===== src/rtl/tour_pkg.sv =====
// Shared definitions for the knight's-tour solver: one-hot move codes, FSM states
// and the signed (dx,dy) offset of each move.
package tour_pkg;

    localparam logic [7:0] MV_M1P2 = 8'h01;
    localparam logic [7:0] MV_P1P2 = 8'h02;
    localparam logic [7:0] MV_M2P1 = 8'h04;
    localparam logic [7:0] MV_M2M1 = 8'h08;
    localparam logic [7:0] MV_M1M2 = 8'h10;
    localparam logic [7:0] MV_P1M2 = 8'h20;
    localparam logic [7:0] MV_P2M1 = 8'h40;
    localparam logic [7:0] MV_P2P1 = 8'h80;

    typedef enum logic [1:0] {StIdle, StInit, StTry, StBack} tour_state_t;

    function automatic logic signed [3:0] off_x(input logic [7:0] mv);
        logic signed [3:0] d;
        case (mv)
            MV_M1P2, MV_M1M2: d = -4'sd1;
            MV_P1P2, MV_P1M2: d = 4'sd1;
            MV_M2P1, MV_M2M1: d = -4'sd2;
            MV_P2M1, MV_P2P1: d = 4'sd2;
            default:          d = 4'sd0;
        endcase
        return d;
    endfunction

    function automatic logic signed [3:0] off_y(input logic [7:0] mv);
        logic signed [3:0] d;
        case (mv)
            MV_M1P2, MV_P1P2: d = 4'sd2;
            MV_M2P1, MV_P2P1: d = 4'sd1;
            MV_M2M1, MV_P2M1: d = -4'sd1;
            MV_M1M2, MV_P1M2: d = -4'sd2;
            default:          d = 4'sd0;
        endcase
        return d;
    endfunction

endpackage


===== src/rtl/tour_move_stack.sv =====
// Move history of the solver: one one-hot move per tour step, written on push,
// with a pop-read port for backtracking and an async read port for replay.
module tour_move_stack
    import tour_pkg::*;
#(
    parameter int unsigned Depth = 24,
    parameter int unsigned IW    = 5
) (
    input  logic          clk_i,
    input  logic          rst_ni,
    input  logic          push_i,
    input  logic [IW-1:0] push_idx_i,
    input  logic [7:0]    push_mv_i,
    input  logic [IW-1:0] pop_idx_i,
    output logic [7:0]    pop_mv_o,
    input  logic [IW-1:0] rd_idx_i,
    output logic [7:0]    rd_mv_o
);

    logic [7:0] mem_q [Depth];

    always_ff @(posedge clk_i or negedge rst_ni) begin
        if (!rst_ni) begin
            for (int i = 0; i < int'(Depth); i++) begin
                mem_q[i] <= 8'h00;
            end
        end else if (push_i) begin
            mem_q[push_idx_i] <= push_mv_i;
        end
    end

    assign pop_mv_o = (pop_idx_i < IW'(Depth)) ? mem_q[pop_idx_i] : 8'h00;
    assign rd_mv_o  = (rd_idx_i < IW'(Depth)) ? mem_q[rd_idx_i] : 8'h00;

endmodule


===== src/rtl/tour_solver_n.sv =====
// Backtracking knight's-tour solver for an N x N board, one candidate or pop per cycle.
// Define TOUR_CLOSED_EN to accept only closed tours.
module tour_solver_n
    import tour_pkg::*;
#(
    parameter int unsigned N  = 5,
    parameter int unsigned IW = $clog2(N * N)
) (
    input  logic          clk,
    input  logic          rst_n,
    input  logic [2:0]    x_start,
    input  logic [2:0]    y_start,
    input  logic          go,
    input  logic          abort,
    input  logic [IW-1:0] indx,
    output logic          busy,
    output logic          done,
    output logic          fail,
    output logic [7:0]    move
);

    localparam int unsigned   NSq     = N * N;
    localparam logic [IW-1:0] LastIdx = IW'(NSq - 2);
    localparam logic [IW-1:0] NIw     = IW'(N);
    localparam logic [3:0]    NU      = 4'(N);

    tour_state_t       state_q, state_d;
    logic signed [3:0] x_q, x_d, y_q, y_d;
    logic [IW-1:0]     move_num_q, move_num_d;
    logic [7:0]        try_q, try_d;
    logic [NSq-1:0]    visited_q, visited_d;
    logic              done_q, done_d, fail_q, fail_d;

    logic              push;
    logic [IW-1:0]     pop_idx;
    logic [7:0]        pop_mv;
    logic signed [3:0] nx, ny, px, py;
    logic [IW-1:0]     dst_sq, cur_sq, start_sq;
    logic              start_ok, in_board, closing_ok, cand_ok;

    function automatic logic [IW-1:0] sq_idx(input logic [2:0] x, input logic [2:0] y);
        return IW'(y) * NIw + IW'(x);
    endfunction

    // 4-bit signed positions: any step off the low or high edge reads as negative or >= N.
    assign nx       = x_q + off_x(try_q);
    assign ny       = y_q + off_y(try_q);
    assign in_board = !nx[3] && !ny[3] && ({1'b0, nx[2:0]} < NU) && ({1'b0, ny[2:0]} < NU);
    assign dst_sq   = sq_idx(nx[2:0], ny[2:0]);
    assign cur_sq   = sq_idx(x_q[2:0], y_q[2:0]);
    assign start_ok = ({1'b0, x_start} < NU) && ({1'b0, y_start} < NU);
    assign start_sq = sq_idx(x_start, y_start);
    assign pop_idx  = move_num_q - IW'(1);
    assign px       = x_q - off_x(pop_mv);
    assign py       = y_q - off_y(pop_mv);

`ifdef TOUR_CLOSED_EN
    logic signed [3:0] sx_q, sx_d, sy_q, sy_d, ddx, ddy, adx, ady;

    assign sx_d = (state_q == StInit) ? $signed({1'b0, x_start}) : sx_q;
    assign sy_d = (state_q == StInit) ? $signed({1'b0, y_start}) : sy_q;
    assign ddx  = nx - sx_q;
    assign ddy  = ny - sy_q;
    assign adx  = ddx[3] ? -ddx : ddx;
    assign ady  = ddy[3] ? -ddy : ddy;
    // The last square must be a knight's move away from the start.
    assign closing_ok = (move_num_q != LastIdx) ||
                        (adx == 4'sd1 && ady == 4'sd2) || (adx == 4'sd2 && ady == 4'sd1);

    always_ff @(posedge clk or negedge rst_n) begin
        if (!rst_n) begin
            sx_q <= 4'sd0;
            sy_q <= 4'sd0;
        end else begin
            sx_q <= sx_d;
            sy_q <= sy_d;
        end
    end
`else
    assign closing_ok = 1'b1;
`endif

    assign cand_ok = in_board && !visited_q[dst_sq] && closing_ok;

    always_comb begin
        state_d    = state_q;
        x_d        = x_q;
        y_d        = y_q;
        move_num_d = move_num_q;
        try_d      = try_q;
        visited_d  = visited_q;
        done_d     = done_q;
        fail_d     = fail_q;
        push       = 1'b0;
        if (abort) begin
            state_d = StIdle;
        end else begin
            unique case (state_q)
                StIdle: begin
                    if (go) begin
                        state_d = StInit;
                        done_d  = 1'b0;
                        fail_d  = 1'b0;
                    end
                end
                StInit: begin
                    if (!start_ok) begin
                        fail_d  = 1'b1;
                        state_d = StIdle;
                    end else begin
                        visited_d           = '0;
                        visited_d[start_sq] = 1'b1;
                        x_d                 = $signed({1'b0, x_start});
                        y_d                 = $signed({1'b0, y_start});
                        move_num_d          = '0;
                        try_d               = MV_M1P2;
                        state_d             = StTry;
                    end
                end
                StTry: begin
                    if (cand_ok) begin
                        push              = 1'b1;
                        x_d               = nx;
                        y_d               = ny;
                        visited_d[dst_sq] = 1'b1;
                        move_num_d        = move_num_q + IW'(1);
                        try_d             = MV_M1P2;
                        if (move_num_q == LastIdx) begin
                            done_d  = 1'b1;
                            state_d = StIdle;
                        end
                    end else if (try_q != MV_P2P1) begin
                        try_d = try_q << 1;
                    end else begin
                        state_d = StBack;
                    end
                end
                StBack: begin
                    if (move_num_q == '0) begin
                        fail_d  = 1'b1;
                        state_d = StIdle;
                    end else begin
                        visited_d[cur_sq] = 1'b0;
                        x_d               = px;
                        y_d               = py;
                        move_num_d        = pop_idx;
                        // A popped bit7 has no successor candidate: keep unwinding.
                        if (pop_mv != MV_P2P1) begin
                            try_d   = pop_mv << 1;
                            state_d = StTry;
                        end
                    end
                end
                default: state_d = StIdle;
            endcase
        end
    end

    always_ff @(posedge clk or negedge rst_n) begin
        if (!rst_n) begin
            state_q    <= StIdle;
            x_q        <= 4'sd0;
            y_q        <= 4'sd0;
            move_num_q <= '0;
            try_q      <= MV_M1P2;
            visited_q  <= '0;
            done_q     <= 1'b0;
            fail_q     <= 1'b0;
        end else begin
            state_q    <= state_d;
            x_q        <= x_d;
            y_q        <= y_d;
            move_num_q <= move_num_d;
            try_q      <= try_d;
            visited_q  <= visited_d;
            done_q     <= done_d;
            fail_q     <= fail_d;
        end
    end

    tour_move_stack #(
        .Depth(NSq - 1),
        .IW   (IW)
    ) u_stack (
        .clk_i     (clk),
        .rst_ni    (rst_n),
        .push_i    (push),
        .push_idx_i(move_num_q),
        .push_mv_i (try_q),
        .pop_idx_i (pop_idx),
        .pop_mv_o  (pop_mv),
        .rd_idx_i  (indx),
        .rd_mv_o   (move)
    );

    assign busy = (state_q != StIdle);
    assign done = done_q;
    assign fail = fail_q;

endmodule

===== config.mk =====
export PLATFORM = sky130hd
export DESIGN_NAME = tour_solver_n
export DESIGN_NICKNAME = d
export VERILOG_FILES = /design/src/rtl/tour_pkg.sv /design/src/rtl/tour_move_stack.sv /design/src/rtl/tour_solver_n.sv
export SDC_FILE = /design/constraint.sdc
export NUM_CORES = 1
export LEC_CHECK = 0
export CORE_MARGIN = 1
export CORE_UTILIZATION = 59
export DETAILED_ROUTE_END_ITERATION = 16
export PLACE_DENSITY = 0.8
export SLEW_MARGIN = 20
export SYNTH_ARGS = -nofsm -noshare
export SYNTH_HDL_FRONTEND = slang
export SYNTH_SLANG_ARGS = --single-unit

===== constraint.sdc =====
create_clock -name clk -period 9.2 [get_ports clk]
set_input_delay 1.38 -clock clk [delete_from_list [all_inputs] [get_ports clk]]
set_output_delay 1.38 -clock clk [all_outputs]
set_load 0.02 [all_outputs]

# Yosys cells after proc, flatten, opt, wreduce, memory -nomap -nowiden

Cells that the tools add are included.

Reductions and logical operators: 39
Shift operators: 0
Add/sub/neg operators: 9
Multipliers: 3
Mux-type cells: 64
$lt $le $gt $ge: 16
Divide/modulo/power cells: 0
Eq/ne operators: 35
Bitwise gates (word level): 7

Operators with widths:

| kind                                                 | number |
|---|---|
| bitwise mux 192 bit                                  | 1 |
| two-way mux 8 bit                                    | 12 |
| binary-select mux 8 bit (select 5 bit)               | 2 |
| two-way mux 25 bit                                   | 3 |
| one-hot mux 25 bit (3 select lines)                  | 1 |
| one-hot mux 4 bit (4 select lines)                   | 4 |
| demux 8 bit (select 5 bit)                           | 1 |
| OR reduction 2 bit                                   | 16 |
| AND 25 bit                                           | 1 |
| NOT 25 bit                                           | 1 |
| OR 25 bit                                            | 1 |
| two-way mux 4 bit                                    | 6 |
| one-hot mux 4 bit (3 select lines)                   | 2 |
| one-hot mux 8 bit (3 select lines)                   | 1 |
| >= comparator 6 bit (second input constant)          | 3 |
| < comparator 5 x 6 -> 1 bit (second input constant)  | 3 |
| NOT 5 -> 6 bit                                       | 3 |
| equality test 8 x 1 -> 1 bit (second input constant) | 2 |
| equality test 8 x 2 -> 1 bit (second input constant) | 2 |
| equality test 8 x 3 -> 1 bit (second input constant) | 2 |
| equality test 8 x 4 -> 1 bit (second input constant) | 2 |
| equality test 8 x 5 -> 1 bit (second input constant) | 2 |
| equality test 8 x 6 -> 1 bit (second input constant) | 2 |
| equality test 8 x 7 -> 1 bit (second input constant) | 2 |
| other kinds (37)                                     | 98 |

Latch bits: 0
Input port bits: 15
RAM bits: 0
Memory bits (read-only): 0
Memories: 0
Register bits after elaboration: 242

# Longest topological paths before layout

Gate-level depths: netlist of the first run.

Depth in word-level cells: 13
Mapped depth: 28
Mapped depth without buffers: 23

# Cells and area by module

Synthesis of the first run repeated with hierarchy kept, for this count alone.

Cell total of the unflattened synthesis: 1,413
Area total of the unflattened synthesis: 15,703.8 µm²

Modules (own cells, without submodules):

| module          | seq. area each (µm²) | times used | cells an instance | area each (µm²) |
|---|---|---|---|---|
| tour_move_stack | 4,804.6              | 1          | 793               | 10,699.0 |
| tour_solver_n   | 1,252.5              | 1          | 620               | 5,004.8 |

# Worst setup path before layout of the first run

Ideal clock, no wire load.

Kind: flip-flop to flip-flop
From: reg try_q[4]
To: reg u_stack.mem_q[134] (netlist bit)
Slack: 2,410 ps
Arrival time: 6,663 ps
Buffers on the path: 4
Stages on the path, launching flop included: 26
Period minus slack after synthesis: 6,790 ps
Cell sequence: dfrtp_1 > buf_2 > buf_1 > xnor2_1 > a211oi_1 > a21oi_1 > mux2_2 > nor2_1 > a21oi_1 > or3_1 > fa_1 > xor2_1 > inv_1 > ha_1 > ha_1 > fa_1 > xor2_1 > mux4_2 > mux2_2 > or4_1 > clkbuf_1 > nor3_4 > and2_1 > buf_2 > nand2_1 > mux2_1

Cells in the longest elaborated chain, start to end: 13

RTL lines:

| element                                              | RTL line                       | text |
|---|---|---|
| start, declared                                      | tour_solver_n.sv:30            | `logic [7:0] try_q, try_d;` |
| start signal, assigned                               | tour_solver_n.sv:174           | `try_q <= try_d;` |
| equality test 8 x 5 -> 1 bit (tied with other cells) | tour_pkg.sv:18, tour_pkg.sv:30 |  |
| OR reduction 2 bit                                   | tour_pkg.sv:30                 | `case (mv)` |
| one-hot mux 4 bit (4 select lines)                   | tour_pkg.sv:30                 |  |
| adder 4 bit                                          | tour_solver_n.sv:47            | `assign ny = y_q + off_y(try_q);` |
| multiplier 3 x 3 -> 5 bit                            | tour_solver_n.sv:42            | `return IW'(y) * NIw + IW'(x);` |
| adder 5 x 3 -> 5 bit                                 | tour_solver_n.sv:42            |  |
| binary-select mux 1 bit (select 5 bit)               | tour_solver_n.sv:83            | `assign cand_ok = in_board && !visited_q[dst_sq] && closing_ok;` |
| two-way mux 1 bit (not written as such)              | tour_solver_n.sv:83            |  |
| zero test 1 bit                                      | tour_solver_n.sv:83            |  |
| logical AND 1 bit *                                  | tour_solver_n.sv:83            |  |
| two-way mux 1 bit *                                  | tour_solver_n.sv:121           | `if (cand_ok) begin` |
| two-way mux 1 bit *                                  | tour_solver_n.sv:98            | `unique case (state_q)` |
| two-way mux 1 bit *                                  | tour_solver_n.sv:95            | `if (abort) begin` |
| end signal, assigned by index                        | tour_move_stack.sv:28          | `mem_q[push_idx_i] <= push_mv_i;` |
| end, declared                                        | tour_move_stack.sv:20          | `logic [7:0] mem_q [Depth];` |

Every way passes the cells marked *; elsewhere a longest branch is shown, timed or not. The select of a mux whose other input is x is not followed.
A chain may end at the register's enable or synchronous reset.

# Worst setup path in the final report of the first run

From: reg try_q[5]
To: reg u_stack.mem_q[162] (netlist bit)

The elaborated chain is that of the path after synthesis.

==> results.toml, run 1 <==
[status]
status = "finished clean"

[synthesis]
synthArstFlopShare_pct = 100.0
yosysWarnings = 0
syn-num-nets = 1362
syn_area_um2 = 15140
synth_top_flop_cell = "dfrtp_1"
avgSynthCellArea_um2 = 11.64
synth.ff_latch_count = 242
synth.distinct_cells = 61
ys_seq_area_share_pct = 40.02
synth_edf_count = 0
netlist_instances = 1300

[final_layout]
fin_nets = 1340
drive_above_1_share_pct = 28.84
syn_to_final_growth_pct = 9.234
instances_no_fill = 1627
num_antenna_cells = 0

[drt]
drt-total-wl_mm = 42.15
postRouteAntennaNets = 0
viasPerCell = 7.042
drt_iter0_drc = 1335
detail_route.wl_per_cell_um = 25.91
dr.pass1.iters = 6
drc = 0
via_count = 11460

[cts]
clk_path_buf_depth = 3
cts_hold_buf = 0
cts_buffers = 27
htree_num_levels = 1
cts_root_buf = "clkbuf_16"
cts_tree = "yes"
post_cts_buffers = 0
path_clk_slew_ns = 0.06
numClockSinks = 242
clk_latency_ns = 0.56
ctsResizeCount = 0

[critical_path]
worstSetupPathType = "reg -> reg"
worst_ep_arrival_time_ns = 8.67
r2r_start = "try_q[5]"
end_kind = "flip-flop"
crit_top_cell = "mux2_2"
required_ns = 9.64
crit_path_max_fanout = 33
max_stage_delay_ns = 1.07
crit_buf_inv = 1
rrSetupSlack_ns = 0.97
cp_slowest_cell = "dfrtp_1"
worst_setup_path_start_kind = "flip-flop"
crit_family = "simple AND/OR/NAND/NOR gates"
worstSetupStartpoint = "try_q[5]"
path_cells = "xnor2_1 > a211oi_1 > a21oi_1 > mux2_2 > nor2_1 > a21oi_1 > or3_1 > fa_1 > xor2_1 > inv_1 > ha_1 > ha_1 > fa_1 > xor2_1 > mux4_2 > mux2_2 > or4_1 > nor3_4 > and2_1 > nand2_1 > mux2_2"

[timing]
slew_violations = 0
tightestPinTransition_ns = 1.111
finalCritPeriodShare_pct = 89.43
slew_headroom_pct = 25.96
fin_crit_ns = 8.227
setup_viol_count_final = 0
fin_setup_tns_ns = 0
rsz0062_at_grt = "false"
hold_viol = 0
skew_ns = 0.03434
timing.fmax_ghz = 0.1215

[floorplan]
pin_count = 26
core-area_um2 = 25180
start_util_pct = 60.11
dieArea_um2 = 26300
core.rowCount = 58
die_w_um = 162.2
die_height_um = 162.2

[global_routing]
grt_remaining_overflow = 0
grt_pass1_vias = 11290
use_met3_pct = 6.461
grt_use_met2_pct = 53.12
grt.met1_usage_pct = 43.36
grt_pass1_wl_mm = 65.77
grt_max_degree = 118
grt_use_total_pct = 32.88
top_usage_layer = "met2"
antenna_found_initial = 0

[place]
globalplace.congestion = 0.9336
dp_hpwl_mm = 27.92
dp_cells = 1579
io_buffers = 25

[pwr]
p_leak_nw = 7.531
peakVddDrop_mv = 0.4170
p_per_area_nw_per_um2 = 294.1

[hold_path]
hold_class = "reg -> reg"
hold_path.startpoint = "visited_q[24]"

[run]
cap_viol_max_count = 0
synth_stat cells, types with 8 or more instances:
cell      count  share of area, %
dfrtp_1     241                40
mux2_2      193                14
nand2_1     108               2.7
o21ai_0     101               3.3
mux4_2       93                14
clkbuf_1     62               1.5
mux2i_1      54               3.6
a21oi_1      44               1.5
ha_1         40               3.3
inv_1        34              0.84
nor2_1       34              0.84
a22oi_1      27               1.3
buf_1        19              0.47
nor3_1       19              0.63
xor2_1       19               1.1
buf_2        17              0.56
nand3_1      15              0.50
xnor2_1      15              0.87
nor3b_1      14              0.69
a21o_1       12              0.60
and2_1       12              0.50
nand2b_1     10              0.41
o22ai_1       9              0.37
a32oi_1       8              0.46
nor2b_1       8              0.33
cell usage in the layout (no fill, tap or decap), types with 6 or more instances in the layout:
cell             count
o211ai_1             7
xor2_1              18
o21ai_0            100
nor2_1              34
ha_1                40
mux2_2             193
clkbuf_16           27
nand2_1            108
inv_1               34
xnor2_1             14
mux4_2              93
a32o_1               6
a22oi_1             27
or2_2                6
a32oi_1              8
clkinv_2             8
buf_4               23
a21o_1              12
nor3b_1             14
a21oi_1             44
and2_1              12
nor3_1              19
nor2b_1              8
o22ai_1              9
mux2i_1             54
fa_1                 7
nand2b_1            10
clkdlybuf4s50_1     22
nand3_1             15
dfrtp_1            239
flip-flops by register name, indices dropped and copies added (netlist names), 2 cells and up:
name           cells
move_num_q         5
y_q                4
visited_q         25
u_stack.mem_q    192
state_q            2
x_q                4
try_q              8
cells by family (layout without fill, tap and decap cells):
logic type / count (synthesis) / after routing / share of synthesized area, %
mux: 341 / 341 / 31.84
simple gates: 253 / 253 / 8.176
compound gates: 250 / 250 / 10.33
flops: 242 / 242 / 40.02
buf+inv: 133 / 130 / 3.439
fa+ha+maj: 47 / 47 / 4.232
xor+xnor: 34 / 34 / 1.967
routing by layer:
metal	routed length, um	part of all wire (%)	vias up
li1	-	-	4823
met5	0	0	-
met3	3882	9.2	151
met1	16250	39	5802
met4	1891	4.5	0
met2	20120	48	682
path summary, 6_finish.rpt:
kind,endpoint,cells after the start
setup / recovery,u_stack.mem_q[162],21
hold / removal,visited_q[24],1
setup reg to reg,u_stack.mem_q[162],21
hold reg to reg,visited_q[24],1
max in group asynchronous,try_q[1],2
min in group asynchronous,u_stack.mem_q[163],1
per-stage QoR:
stage	util, %	hold slack [ns]	cell area [um2]	worst slack, ns	total power (W)
5_1_grt	65.66	0.5201	16530	0.6391	0.005106
4_1_cts	65.65	0.4996	16530	1.109	0.004801
3_3_place_gp	61.96	0.4821	15600	1.343	0.003578
2_1_floorplan	-	0.4596	15140	2.410	0.003051
3_5_place_dp	61.96	0.4861	15600	1.169	0.003654
6_report	65.66	0.5037	16530	0.9727	0.004862
layout make-up:
type / count / area [um2]
clock buffer: 34 / 752.0
clock inverter: 14 / 176.4
fill: 1844 / 8648
inverter: 35 / 131.4
multi-input combinational: 925 / 8588
sequential: 242 / 6060
tap: 330 / 412.9
timing repair buffer: 47 / 412.9
power by group:
part	leakage, nW	internal, W	switching (W)	total, W
sequential	3.36	0.00113	0.000113	0.00125
clock	0.464	0.000687	0.000453	0.00114
combinational	3.71	0.000893	0.00158	0.00248
(Power assumes the default switching activity.)
==> inputs of run 2 (changes only) <==
--- a/config.mk
+++ b/config.mk
@@ -5,10 +5,13 @@
 export SDC_FILE = /design/constraint.sdc
 export NUM_CORES = 1
 export LEC_CHECK = 0
+export CELL_PAD_IN_SITES_DETAIL_PLACEMENT = 1
+export CELL_PAD_IN_SITES_GLOBAL_PLACEMENT = 2
+export CORE_ASPECT_RATIO = 2
 export CORE_MARGIN = 1
-export CORE_UTILIZATION = 59
+export CORE_UTILIZATION = 44
 export DETAILED_ROUTE_END_ITERATION = 16
-export PLACE_DENSITY = 0.8
+export PLACE_DENSITY = 0.85
 export SLEW_MARGIN = 20
 export SYNTH_ARGS = -nofsm -noshare
 export SYNTH_HDL_FRONTEND = slang
==> run 2 against run 1 <==
Net effect: critical path type unchanged; combinational power up 4%; clock power down 11%; sequential power about the same; largest cell class unchanged; power down 0.19%; global-route usage down 3.7 points; non-clock buffer count down 3; cell area about the same; critical path depth unchanged.
==> results.toml, run 2 (synthesized netlist as in run 1, its figures left out) <==
[status]
status = "finished clean"

[final_layout]
finalInstanceArea_um2 = 16530
final_common_cell = "dfrtp_1"
n_fill_cell = 3561
num_antenna_cells = 0
largest_reg_flops = 192
regMostFlops = "u_stack.mem_q"
syn_to_final_growth_pct = 9.242
fin_nets = 1335
ff_latch_area_um2 = 6062
largestRegisters = "u_stack.mem_q: 192 flops, visited_q: 25 flops, try_q: 8 flops"
multiInputGateArea_um2 = 8594
drive_above_1_share_pct = 28.26
layout.cells.most_common_list = "dfrtp_1, mux2_2, nand2_1"

[cts]
clk_latency_ns = 0.56
path_clk_slew_ns = 0.07
clk_path_buf_depth = 3
ctsResizeCount = 0
cts_hold_buf = 0
cts_buffers = 25
cts_tree = "yes"
cts_root_buf = "clkbuf_16"
post_cts_buffers = 0
numClockSinks = 242
htree_num_levels = 1

[timing]
finalCritPeriodShare_pct = 85.28
tightestPinTransition_ns = 1.084
rsz0062_at_grt = "false"
slew_violations = 0
skew_ns = 0.02507
slew_headroom_pct = 27.62
fin_crit_ns = 7.845
fin_setup_tns_ns = 0
hold_viol = 0
setup_viol_count_final = 0
timing.fmax_ghz = 0.1275

[floorplan]
dieArea_um2 = 35190
pin_count = 26
die_height_um = 264.3
core-area_um2 = 33760
start_util_pct = 44.84
die_w_um = 133.1
core.rowCount = 95

[drt]
drt-total-wl_mm = 49.41
via_count = 11090
drt_iter0_drc = 718
drc = 0
viasPerCell = 6.432
postRouteAntennaNets = 0
detail_route.wl_per_cell_um = 28.66
dr.pass1.iters = 6

[critical_path]
worst_ep_arrival_time_ns = 8.27
crit_path_max_fanout = 35
path_cells = "xnor2_1 > a211oi_1 > a21oi_1 > mux2_2 > nor2_1 > a21oi_1 > or3_1 > fa_1 > xor2_1 > inv_1 > ha_1 > ha_1 > fa_1 > xor2_1 > mux4_2 > mux2_2 > or4_1 > nor3_4 > and2_1 > nand2_1 > mux2_2"
worstSetupPathType = "reg -> reg"
max_stage_delay_ns = 0.78
cp_slowest_cell = "dfrtp_2"
crit_top_cell = "mux2_2"
required_ns = 9.63
worst_setup_path_start_kind = "flip-flop"
crit_buf_inv = 1
end_kind = "flip-flop"
crit_family = "simple AND/OR/NAND/NOR gates"

[place]
dp_hpwl_mm = 35.66
placed_area_um2 = 15710
io_buffers = 25
globalplace.congestion = 0.8841

[global_routing]
grt_remaining_overflow = 0
grt_use_total_pct = 29.13
grt_pass1_wl_mm = 76.11
antenna_found_initial = 0
grt_max_degree = 131
grt_pass1_vias = 12300

[run]
cap_viol_max_count = 0

[pwr]
p_per_area_nw_per_um2 = 293.5
peakVddDrop_mv = 0.5482
p_leak_nw = 7.451

[hold_path]
hold_class = "reg -> reg"
## run 2: cell count changes in the layout (fill, tap and decap cells not counted), moves of 2 or more
| cell | delta |
|---|---|
| clkinv_2 | -5 |
| buf_4 | -4 |
| clkbuf_1 | +4 |
| bufinv_16 | -2 |
| clkbuf_16 | -2 |
| clkbuf_8 | -2 |
| dfrtp_1 | -2 |
| dfrtp_2 | +2 |
## run 2: power breakdown
| part | total, W | internal (W) | switching, W | leakage, nW |
|---|---|---|---|---|
| combinational | 0.00258 | 0.000891 | 0.00168 | 3.71 |
| clock | 0.00102 | 0.000580 | 0.000440 | 0.390 |
| sequential | 0.00126 | 0.00113 | 0.000125 | 3.35 |
## run 2: metal layers
| metal | global-route usage [%] | vias up | part of all wire (%) |
|---|---|---|---|
| met5 | 0 | - | 0 |
| met1 | 30.01 | 5833 | 34 |
| met2 | 56.04 | 319 | 56 |
| met3 | 2.514 | 137 | 3.0 |
| met4 | 17.51 | 0 | 6.6 |
| li1 | - | 4800 | - |
## run 2: path summary, 6_finish.rpt
path	from	cells past startpoint	slack (ns)	to
worst max-delay path	try_q[4]	21	1.35	u_stack.mem_q[66]
worst min-delay path	visited_q[24]	1	0.49	visited_q[24]
worst max register to register	try_q[4]	21	1.35	u_stack.mem_q[66]
worst min register to register	visited_q[24]	1	0.49	visited_q[24]
max in group asynchronous	rst_n	3	6.81	try_q[5]
min in group asynchronous	rst_n	1	0.70	u_stack.mem_q[58]
## run 2: area by class of cell
type	instances	area share (%)
multi-input combinational	925	51.98
sequential	242	36.66
clock buffer	34	4.170
tap	436	3.299
timing repair buffer	44	2.482
inverter	35	0.7946
clock inverter	8	0.6129
## run 2: per-stage QoR
stage                     hold WS, ns  setup slack (ns)  total power, W  instances  utilization, %
final                          0.4940             1.355        0.004853       1724           48.98
after detailed placement       0.4819             1.035        0.003847       1681           46.53
after CTS                      0.4970            0.9723        0.004879       1723           48.87
after global routing           0.5046            0.9034        0.005140       1724           48.98
after floorplan                0.4596             2.410        0.003051       1300               -
after global placement         0.4738             1.156        0.003803       1681           46.53
